[src/rtl/jtpang_dma_pkg.sv]
// Shared types and constants for the object-table DMA sequencer.
package jtpang_dma_pkg;

    typedef enum logic [2:0] {
        IDLE = 3'd0,
        REQ  = 3'd1,
        XFER = 3'd2,
        LAST = 3'd3,
        REL  = 3'd4
    } dma_state_t;

    localparam int unsigned DEF_AW     = 12;
    localparam int unsigned DEF_LEN    = 512;
    localparam int unsigned WDOG_W     = 10;
    localparam int unsigned WDOG_LIMIT = 1023;

endpackage

[src/rtl/jtpang_dma_wdog.sv]
// Bus-grant watchdog: counts cen ticks spent waiting in REQ and flags a
// sticky error when the grant never arrives.
module jtpang_dma_wdog
    import jtpang_dma_pkg::*;
(
    input  logic clk,
    input  logic rst,
    input  logic cen,
    input  logic run,
    input  logic grant,
    output logic expire_c,
    output logic err
);

    logic [WDOG_W-1:0] cnt;

    // Fires on the tick that would make WDOG_LIMIT ungranted ticks.
    assign expire_c = run && cen && !grant && (cnt == WDOG_W'(WDOG_LIMIT - 1));

    // Tick counter cleared outside REQ; error stays set until reset.
    always_ff @(posedge clk) begin
        if (rst) begin
            cnt <= '0;
            err <= 1'b0;
        end else begin
            if (!run) begin
                cnt <= '0;
            end else if (cen && !grant) begin
                cnt <= expire_c ? '0 : cnt + WDOG_W'(1);
            end
            err <= err | expire_c;
        end
    end

endmodule

[src/rtl/jtpang_objdma.sv]
// Object-table DMA: requests the Z80 bus, copies LEN bytes from work RAM
// into the object buffer through a one-tick read pipeline, releases the bus.
// Optional macro: JTPANG_DMA_WATCHDOG_EN adds a grant-timeout watchdog.
module jtpang_objdma
    import jtpang_dma_pkg::*;
#(
    parameter int unsigned AW       = DEF_AW,
    parameter int unsigned LEN      = DEF_LEN,
    parameter int unsigned SRC_BASE = 0
)(
    input  logic          clk,
    input  logic          rst,
    input  logic          cen,
    input  logic          dma_go,
    input  logic          busak_n,
    output logic          busrq,
    output logic [AW-1:0] dma_addr,
    input  logic [7:0]    dma_din,
    output logic [AW-1:0] buf_addr,
    output logic [7:0]    buf_dout,
    output logic          buf_we,
    output logic          busy,
    output logic          dma_err
);

    localparam int unsigned    CW        = AW + 1;
    localparam logic [CW-1:0]  CNT_LAST  = CW'(LEN - 1);
    localparam logic [AW-1:0]  SRC_START = AW'(SRC_BASE);
    localparam logic [AW-1:0]  BUF_LAST  = AW'(LEN - 1);

    dma_state_t    state, state_nx;
    logic          pending, pending_nx;
    logic          busrq_nx, busy_nx, buf_we_nx;
    logic [CW-1:0] cnt, cnt_nx;
    logic [AW-1:0] dma_addr_nx, buf_addr_nx;
    logic [7:0]    buf_dout_nx;
    logic [7:0]    hold_q, hold_q_nx;
    logic          hold_vld, hold_vld_nx;
    logic [7:0]    rd_data_c;
    logic          wd_expire_c;

`ifdef JTPANG_DMA_WATCHDOG_EN
    jtpang_dma_wdog u_wdog (
        .clk      (clk),
        .rst      (rst),
        .cen      (cen),
        .run      (state == REQ),
        .grant    (!busak_n),
        .expire_c (wd_expire_c),
        .err      (dma_err)
    );
`else
    assign wd_expire_c = 1'b0;
    assign dma_err     = 1'b0;
`endif

    // While stalled the source address is frozen one ahead of the byte
    // owed to the buffer, so the first stalled tick parks that byte here.
    assign rd_data_c = hold_vld ? hold_q : dma_din;

    // State register.
    always_ff @(posedge clk) begin
        if (rst) state <= IDLE;
        else     state <= state_nx;
    end

    // Next-state and next-output logic; the FSM only moves on cen ticks.
    always_comb begin
        state_nx    = state;
        pending_nx  = pending | dma_go;
        busrq_nx    = busrq;
        busy_nx     = busy;
        buf_we_nx   = 1'b0;
        cnt_nx      = cnt;
        dma_addr_nx = dma_addr;
        buf_addr_nx = buf_addr;
        buf_dout_nx = buf_dout;
        hold_q_nx   = hold_q;
        hold_vld_nx = hold_vld;
        if (cen) begin
            case (state)
                IDLE: begin
                    if (pending) begin
                        pending_nx  = dma_go;
                        busrq_nx    = 1'b1;
                        busy_nx     = 1'b1;
                        cnt_nx      = '0;
                        dma_addr_nx = SRC_START;
                        hold_vld_nx = 1'b0;
                        state_nx    = REQ;
                    end
                end
                REQ: begin
                    if (!busak_n) begin
                        state_nx = XFER;
                    end else if (wd_expire_c) begin
                        busrq_nx = 1'b0;
                        busy_nx  = 1'b0;
                        state_nx = IDLE;
                    end
                end
                XFER: begin
                    if (busak_n) begin
                        if (!hold_vld) begin
                            hold_q_nx   = dma_din;
                            hold_vld_nx = 1'b1;
                        end
                    end else begin
                        if (cnt != '0) begin
                            buf_we_nx   = 1'b1;
                            buf_addr_nx = AW'(cnt - CW'(1));
                            buf_dout_nx = rd_data_c;
                        end
                        hold_vld_nx = 1'b0;
                        dma_addr_nx = dma_addr + AW'(1);
                        cnt_nx      = cnt + CW'(1);
                        if (cnt == CNT_LAST) state_nx = LAST;
                    end
                end
                LAST: begin
                    if (busak_n) begin
                        if (!hold_vld) begin
                            hold_q_nx   = dma_din;
                            hold_vld_nx = 1'b1;
                        end
                    end else begin
                        buf_we_nx   = 1'b1;
                        buf_addr_nx = BUF_LAST;
                        buf_dout_nx = rd_data_c;
                        hold_vld_nx = 1'b0;
                        busrq_nx    = 1'b0;
                        state_nx    = REL;
                    end
                end
                REL: begin
                    // A queued start keeps busy high straight into the next run.
                    if (busak_n) begin
                        busy_nx  = pending | dma_go;
                        state_nx = IDLE;
                    end
                end
                default: state_nx = IDLE;
            endcase
        end
    end

    // Registered datapath and outputs.
    always_ff @(posedge clk) begin
        if (rst) begin
            pending  <= 1'b0;
            busrq    <= 1'b0;
            busy     <= 1'b0;
            buf_we   <= 1'b0;
            cnt      <= '0;
            dma_addr <= SRC_START;
            buf_addr <= '0;
            buf_dout <= '0;
            hold_q   <= '0;
            hold_vld <= 1'b0;
        end else begin
            pending  <= pending_nx;
            busrq    <= busrq_nx;
            busy     <= busy_nx;
            buf_we   <= buf_we_nx;
            cnt      <= cnt_nx;
            dma_addr <= dma_addr_nx;
            buf_addr <= buf_addr_nx;
            buf_dout <= buf_dout_nx;
            hold_q   <= hold_q_nx;
            hold_vld <= hold_vld_nx;
        end
    end

endmodule

[config.mk]
export PLATFORM = sky130hd
export DESIGN_NAME = jtpang_objdma
export DESIGN_NICKNAME = d
export VERILOG_FILES = /design/src/rtl/jtpang_dma_pkg.sv /design/src/rtl/jtpang_dma_wdog.sv /design/src/rtl/jtpang_objdma.sv
export SDC_FILE = /design/constraint.sdc
export NUM_CORES = 1
export LEC_CHECK = 0
export CAP_MARGIN = 20
export CORE_UTILIZATION = 59
export CTS_BUF_LIST = sky130_fd_sc_hd__clkbuf_2
export CTS_CLUSTER_SIZE = 10
export DETAILED_ROUTE_END_ITERATION = 10
export PLACE_DENSITY = 0.9
export SKIP_CTS_REPAIR_TIMING = 1
export SYNTH_ARGS = -nofsm -noshare
export SYNTH_HDL_FRONTEND = slang
export SYNTH_HIERARCHICAL = 1
export SYNTH_SLANG_ARGS = --single-unit
[constraint.sdc]
create_clock -name clk -period 2.74 [get_ports clk]
set_input_delay 0.548 -clock clk [delete_from_list [all_inputs] [get_ports clk]]
set_output_delay 0.548 -clock clk [all_outputs]
set_load 0.02 [all_outputs]
==> results of run 1 <==
==> through the flow <==
step                      cells  hold WS [ns]  power [µW]  area, µm²
after floorplan             333         0.460        1040       2910
after global placement      431         0.467        1090       3420
after detailed placement    431         0.476        1100       3420
after CTS                   447         0.499        1660       3540
after global routing        447         0.524        1720       3540
final                       447         0.499        1660       3540
==> sequential cells by signal, summed over array words and instances (netlist names), 3 cells and up <==
signal and count:
cnt 13, buf_addr 12, dma_addr 12, buf_dout 8, hold_q 8, state 3
==> worst paths after layout <==
check                      end  slack [ns]  cells past startpoint
hold / removal    buf_addr[10]        0.50                      2
setup / recovery   dma_addr[3]        0.53                      1
hold reg to reg   buf_addr[10]        0.50                      2
setup reg to reg       cnt[12]        0.56                      4
==> cell usage after synthesis, types with 2 or more instances <==
| library cell | number | share of area (%) |
|---|---|---|
| a211oi_1 | 15 | 3.9 |
| a21oi_1 | 23 | 4.0 |
| a22oi_1 | 2 | 0.52 |
| a311oi_1 | 4 | 1.2 |
| and2_1 | 2 | 0.43 |
| and3_1 | 2 | 0.43 |
| and4_1 | 2 | 0.60 |
| buf_2 | 6 | 1.0 |
| buf_6 | 2 | 0.77 |
| clkbuf_1 | 15 | 1.9 |
| dfxtp_1 | 61 | 42 |
| ha_1 | 3 | 1.3 |
| inv_1 | 10 | 1.3 |
| mux2i_1 | 21 | 7.2 |
| nand2_1 | 15 | 1.9 |
| nand2b_1 | 2 | 0.43 |
| nand3_1 | 7 | 1.2 |
| nand4_1 | 5 | 1.1 |
| nor2_1 | 41 | 5.3 |
| nor2b_1 | 3 | 0.64 |
| nor3_1 | 4 | 0.69 |
| nor3b_1 | 2 | 0.52 |
| nor4_1 | 4 | 0.86 |
| nor4b_1 | 2 | 0.60 |
| o211ai_1 | 4 | 1.0 |
| o21ai_0 | 14 | 2.4 |
| o31ai_1 | 8 | 2.1 |
| o32ai_1 | 3 | 0.90 |
| or2_2 | 2 | 0.43 |
| or3_1 | 13 | 2.8 |
| or4_1 | 7 | 1.8 |
| xnor2_1 | 8 | 2.4 |
| xor2_1 | 2 | 0.60 |
==> power by group through the flow <==
| stage | sequential [µW] | combinational, µW | clock (µW) |
|---|---|---|---|
| after floorplan | 934 | 109 | 0 |
| after global placement | 942 | 148 | 0 |
| after detailed placement | 943 | 152 | 0 |
| after CTS | 925 | 155 | 582 |
| after global routing | 929 | 169 | 624 |
| final | 926 | 156 | 583 |
==> final cells by class <==
| type | instances | area [µm²] |
|---|---|---|
| clock inverter | 7 | 76.3 |
| clock buffer | 9 | 45.0 |
| inverter | 10 | 37.5 |
| timing repair buffer | 55 | 531 |
| sequential | 61 | 1220 |
| tap | 67 | 83.8 |
| fill | 348 | 1190 |
| multi-input combinational | 238 | 1540 |
==> logic make-up after synthesis <==
family,Yosys count
simple gates,121
fa+ha+maj,3
xor+xnor,10
buf+inv,34
mux,21
other cells,1
flops,61
compound gates,82
==> per-layer routing <==
metal  track usage (%)  up-vias  part of all wire [%]
met5                 0        -                     0
met4              9.80        0                   2.1
met3              5.97       12                   4.7
met2              41.3       68                    48
met1              32.0     1204                    45
li1                  -     1317                     -
==> flow_summary.toml, run 1 <==
[status]
outcome = "complete, no violations"

[route]
first_iter_violations = 134
antenna_left = 0
wirelength_mm = 6.37
wl_per_cell_um = 14.2
dr.pass1.iters = 4
drc_errors = 0
via_per_inst = 5.82
dr_total_vias = 2601

[sta]
finalCriticalPeriod_ns = 2.21
final_max_slew_viol_count = 0
finalWorstSetupSlack_ns = 0.535
hold_viol = 0
setup_viol = 0
maxSlewHeadroom_pct = 51.4
fin_setup_tns_ns = 0
skew_ns = 0.0242
rsz0062_at_grt = "no"
max_freq_ghz = 0.453
worst_pin_slew_ns = 0.722
fin_crit_sh_pct = 80.5

[clocking]
cts_buffers = 9
cts_tree = "built"
clockBufferDepth = 2
cts_root_buffer = "clkbuf_2"
cts.sinks = 61
clk_latency_ns = 0.52
clkSlewWorstSetupHoldPaths_ns = 0.20
htree_levels = 3

[synth]
synth_xor_area_share_pct = 3.01
syn_nets = 349
synth-compound-area-share_pct = 18.7
async_reset_ff_share_pct = 0
synth_edf_count = 0
netlist-cell-type-count = 52
ys.flop_type = "dfxtp_1"
yosys.area_share.simple_pct = 22.4
yosysWarnings = 6
synth-seq-area-share_pct = 42.0
synth_top_family_by_area = "simple AND/OR/NAND/NOR gates"
synth_mux_area_share_pct = 7.22
avgSynthCellArea_um2 = 8.74
synth_area_um2 = 2910
synthCells = 333
synthAdderAreaFrac_pct = 1.29
synth-seq-cells = 61

[floorplanning]
die_x_um = 72.2
die_y_um = 72.2
dieArea_um2 = 5220
io_pins = 49
start_util_pct = 61.6
row_count = 25
core_um2 = 4720

[placement]
pre_cts_ws_ns = 0.132
hpwl_mm = 4.35
portBuffers = 47
gp_congestion = 0.792

[power]
p_comb_share_pct = 9.3
power_frac_clock_pct = 35.0
seqPwrFrac_pct = 55.6
swShare_pct = 28.7
powerDensity_nw_per_um2 = 470
leakagePower_uw = 0.00117
ir_drop_v = 0.000454
p_switching_uw = 477
p_int_uw = 1190

[setup_path]
cp_max_fo = 8
endpoint_kind = "output pin"
slowest_stage = "clkdlybuf4s50_1"
path_delay_family = "buffers and inverters"
cp_data_required_time_ns = 2.19
r2r_start = "state[1]"
crit_path_start = "dma_addr[3]"
worst-path-buf-inv = 1
crit_chain = "clkdlybuf4s50_1"
start_kind = "register"
critPathKind = "register to output pin"
slowest_delay_ns = 0.66
arrival_ns = 1.66

[finish]
final_util_pct = 74.9
drive_gt1_share_pct = 8.42
diodes = 0
final_cell_mix = "dfxtp_1, clkdlybuf4s50_1, nor2_1, a21oi_1, mux2i_1"
nets = 391
area_growth_pct = 21.5
layout_commonest_cell = "dfxtp_1"

[global_route]
grt_pass1_vias = 2217
antenna_found_initial = 0
grt_overflow = 0
grt_pass1_wl_mm = 10.1
grt_max_degree = 30
grt_use_total_pct = 25.1

[flow_run]
cap_violations = 0

[hold_path]
worstHoldStart = "buf_addr[10]"
hold_path.class = "register to register"
Power figures use the tool's default switching activity.
==> run 2, diff against run 1 <==
- CORE_UTILIZATION: 59 -> 55
- PLACE_DENSITY: 0.9 -> 0.85
- clock period: 2.74 -> 2.1 ns (I/O delays scaled with it)
==> flow_summary.toml, run 2 (synthesized netlist as in run 1, its figures left out) <==
[status]
outcome = "complete, no violations"

[setup_path]
cp_max_fo = 8
r2r_start = "cnt[0]"
slowest_stage = "clkdlybuf4s50_1"
worstRegToRegCells = 6
critPathKind = "register to output pin"
path_delay_family = "buffers and inverters"
r2r_setup_slack_ns = 0.16
crit_chain = "clkdlybuf4s50_1"
start_kind = "register"
worstReg2RegEnd = "buf_addr[10]"
cp_data_required_time_ns = 1.68
arrival_ns = 1.58
worst-path-buf-inv = 1
slowest_delay_ns = 0.65
endpoint_kind = "output pin"

[hold_path]
worstHoldPathCells = 2
hold_path.class = "register to register"
hold_path_end = "buf_addr[9]"
worstHoldStart = "buf_addr[9]"

[finish]
diodes = 0
fill_cells = 396
layout_commonest_cell = "dfxtp_1"
reg_top3 = "cnt (13), buf_addr (12), dma_addr (12)"
regMostFlops = "cnt"
largest_register_ffs = 13
drive_gt1_share_pct = 13.0
final_cell_mix = "dfxtp_1, clkdlybuf4s50_1, nor2_1, buf_4, a21oi_1"
instances_no_fill = 470
nets = 411
area_growth_pct = 27.6

[route]
first_iter_violations = 140
via_per_inst = 5.79
wirelength_mm = 6.63
wl_per_cell_um = 14.1
drc_errors = 0
antenna_left = 0
dr.pass1.iters = 5
dr_total_vias = 2721

[floorplanning]
die_x_um = 74.7
io_pins = 49
start_util_pct = 57.0
core_um2 = 5110
die_y_um = 74.7
row_count = 26
dieArea_um2 = 5590

[global_route]
antenna_found_initial = 0
grt_overflow = 0
grt_max_degree = 30
grt_pass1_vias = 2352
grt_use_total_pct = 24.9
grt_pass1_wl_mm = 10.6

[sta]
finalWorstSetupSlack_ns = 0.0971
rsz0062_at_grt = "no"
skew_ns = 0.0207
finalCriticalPeriod_ns = 2.00
max_freq_ghz = 0.499
fin_crit_sh_pct = 95.4
setup_viol = 0
maxSlewHeadroom_pct = 55.7
hold_viol = 0
worst_pin_slew_ns = 0.658
final_max_slew_viol_count = 0

[placement]
pre_cts_ws_ns = -0.223
portBuffers = 47
gp_congestion = 0.845
dp_cells = 454
hpwl_mm = 4.76

[clocking]
htree_levels = 3
clockBufferDepth = 2
cts.sinks = 61
cts_root_buffer = "clkbuf_2"
clk_latency_ns = 0.48
cts_buffers = 9
clkSlewWorstSetupHoldPaths_ns = 0.15
cts_tree = "built"

[power]
powerDensity_nw_per_um2 = 572
ir_drop_v = 0.000400
leakagePower_uw = 0.00129

[flow_run]
cap_violations = 0
## run 2: worst min-delay path: cells and delay by family, from the launching register on
kind            cells  cell delay [ns]
compound gates      1             0.08
buf+inv             1             0.05
flops               1             0.34
## run 2: metrics by stage
step	area, µm²	power, µW	util, %	hold WS (ns)	TNS (ns)
final	3710	2120	72.7	0.496	0
after global routing	3710	2220	72.7	0.519	0
after CTS	3700	2140	72.4	0.499	0
after detailed placement	3590	1460	70.4	0.478	-1.43
after global placement	3590	1460	70.4	0.466	-0.781
after floorplan	2910	1360	-	0.460	0
## run 2: report_power, final
group          internal [µW]  switching (µW)  total, µW
logic                    120             123        242
clock network            267             416        683
registers               1180            23.2       1200
total                   1560             562       2120
## run 2: worst max path at each step
stage / startpoint / to / slack, ns / depth (start not counted)
3_3_place_gp: cen / cnt[11] / -0.17 / 5
4_1_cts: cnt[0] / buf_addr[8] / 0.07 / 6
5_1_grt: dma_addr[3] / dma_addr[3] / 0.001 / 1
6_report: dma_addr[3] / dma_addr[3] / 0.1 / 1
3_5_place_dp: cen / cnt[11] / -0.22 / 5
2_1_floorplan: cnt[0] / buf_addr[10] / 0.21 / 6
## run 2: cell type report
class | instances | area, µm² | area share, %
inverter | 10 | 37.5 | 1.01
tap | 70 | 87.6 | 2.36
multi-input combinational | 238 | 1560 | 41.9
sequential | 61 | 1220 | 32.9
clock inverter | 6 | 53.8 | 1.45
timing repair buffer | 75 | 706 | 19.0
clock buffer | 10 | 50.0 | 1.35
## run 2: routing by layer
| layer | vias to the layer above | wire [µm] | GRT usage, % | share of wire (%) |
|---|---|---|---|---|
| met2 | 75 | 3180 | 38.3 | 48 |
| li1 | 1353 | - | - | - |
| met4 | 0 | 126 | 11.1 | 1.9 |
| met3 | 13 | 288 | 5.22 | 4.3 |
| met5 | - | 0 | 0 | 0 |
| met1 | 1280 | 3040 | 33.6 | 46 |
==> run 3, diff against run 2 <==
- CAP_MARGIN: 20 -> 10
- RECOVER_POWER: unset -> 50
==> flow_summary.toml, run 3 (synthesized netlist as in run 1, its figures left out) <==
[power]
p_total_uw = 2110
powerDensity_nw_per_um2 = 576
leakagePower_uw = 0.00128
ir_drop_v = 0.000400

[finish]
diodes = 0
fill_cells = 411
largest_register_ffs = 13
final_cell_mix = "dfxtp_1, nor2_1, clkdlybuf4s50_1, a21oi_1, mux2i_1"
area_growth_pct = 25.8
regMostFlops = "cnt"
nets = 411
reg_top3 = "cnt (13), buf_addr (12), dma_addr (12)"
layout_commonest_cell = "dfxtp_1"
drive_gt1_share_pct = 11.3

[clocking]
cts_tree = "built"
clockBufferDepth = 2
clk_latency_ns = 0.48
htree_levels = 3
cts_root_buffer = "clkbuf_2"
cts.sinks = 61
clkSlewWorstSetupHoldPaths_ns = 0.15
cts_buffers = 9

[setup_path]
endpoint_kind = "output pin"
critPathKind = "register to output pin"
slowest_stage = "clkdlybuf4s50_1"
worstReg2RegEnd = "buf_addr[10]"
crit_chain = "clkdlybuf4s50_1"
r2r_start = "cnt[0]"
cp_data_required_time_ns = 1.68
slowest_delay_ns = 0.65
cp_max_fo = 8
start_kind = "register"
r2r_setup_slack_ns = 0.16
arrival_ns = 1.58
worstRegToRegCells = 6
path_delay_family = "buffers and inverters"
worst-path-buf-inv = 1

[floorplanning]
row_count = 26
start_util_pct = 57.0
io_pins = 49
core_um2 = 5110
die_x_um = 74.7
die_y_um = 74.7
dieArea_um2 = 5590

[sta]
max_freq_ghz = 0.500
rsz0062_at_grt = "no"
fin_setup_tns_ns = 0
final_max_slew_viol_count = 0
skew_ns = 0.0203
holdWs_ns = 0.495
worst_pin_slew_ns = 0.654
finalCriticalPeriod_ns = 2.00
maxSlewHeadroom_pct = 55.9
setup_viol = 0
hold_viol = 0
finalWorstSetupSlack_ns = 0.0991
fin_crit_sh_pct = 95.3

[route]
dr.pass1.iters = 6
dr_total_vias = 2714
antenna_left = 0
wirelength_mm = 6.61
drc_errors = 0
via_per_inst = 5.77
first_iter_violations = 156
wl_per_cell_um = 14.1

[flow_run]
cap_violations = 0

[global_route]
met2_usage_pct = 38.3
grt_pass1_vias = 2352
grt_max_degree = 30
top_usage_layer = "met2"
antenna_found_initial = 0
grt.met1_usage_pct = 33.6
grt_pass1_wl_mm = 10.6
grt_overflow = 0
grt_use_total_pct = 24.9
gr-usage-met3_pct = 5.22

[hold_path]
worstHoldStart = "buf_addr[9]"
worstHoldPathCells = 2
hold_path.class = "register to register"
hold_path_end = "buf_addr[9]"

[placement]
pre_cts_ws_ns = -0.223
hpwl_mm = 4.76
portBuffers = 47
gp_congestion = 0.845

[status]
outcome = "complete, no violations"
-- run 3: cell types whose count changed in the layout (fill, tap and decap cells not counted), sizes merged --
cell,previous run,this run
clkbuf,10,22
buf,28,16
clkdlybuf4s50,47,38
dlygate4sd3,0,9
-- run 3: worst max-delay path by stage --
stage | start | to | slack (ns) | cells after the start
after floorplan | cnt[0] | buf_addr[10] | 0.21 | 6
after global placement | cen | cnt[11] | -0.17 | 5
after detailed placement | cen | cnt[11] | -0.22 | 5
after CTS | cnt[0] | buf_addr[8] | 0.07 | 6
after global routing | dma_addr[3] | dma_addr[3] | 0.001 | 1
final | dma_addr[3] | dma_addr[3] | 0.1 | 1
-- run 3: worst min-delay path: cells and delay by family, from the launching register on --
kind            cells  cell delay (ns)
buf+inv             1             0.05
compound gates      1             0.08
flops               1             0.34
-- run 3: per-layer routing --
| layer | vias to the layer above | wire (µm) | share of wire (%) |
|---|---|---|---|
| li1 | 1353 | - | - |
| met1 | 1283 | 3110 | 47 |
| met2 | 65 | 3130 | 47 |
| met3 | 13 | 244 | 3.7 |
| met4 | 0 | 126 | 1.9 |
| met5 | - | 0 | 0 |
-- run 3: power breakdown --
part	internal (µW)	total, µW	switching, µW
registers	1180	1200	22.5
clock network	267	684	418
logic	106	227	121
-- run 3: through the flow --
stage / util, % / cell area, µm² / cells
global route: 71.7 / 3660 / 470
detailed placement: 70.4 / 3590 / 454
CTS: 72.4 / 3700 / 470
finish: 71.7 / 3660 / 470
floorplan: - / 2910 / 333
global placement: 70.4 / 3590 / 454
-- run 3: cell type report --
type                            instances  area (µm²)  share of cell area, %
Sequential cell                        61        1220                   33.4
Multi-Input combinational cell        238        1560                   42.5
Inverter                               10        37.5                   1.03
Clock buffer                           10        50.0                   1.37
Tap cell                               70        87.6                   2.39
Timing Repair Buffer                   75         656                   17.9
Clock inverter                          6        53.8                   1.47
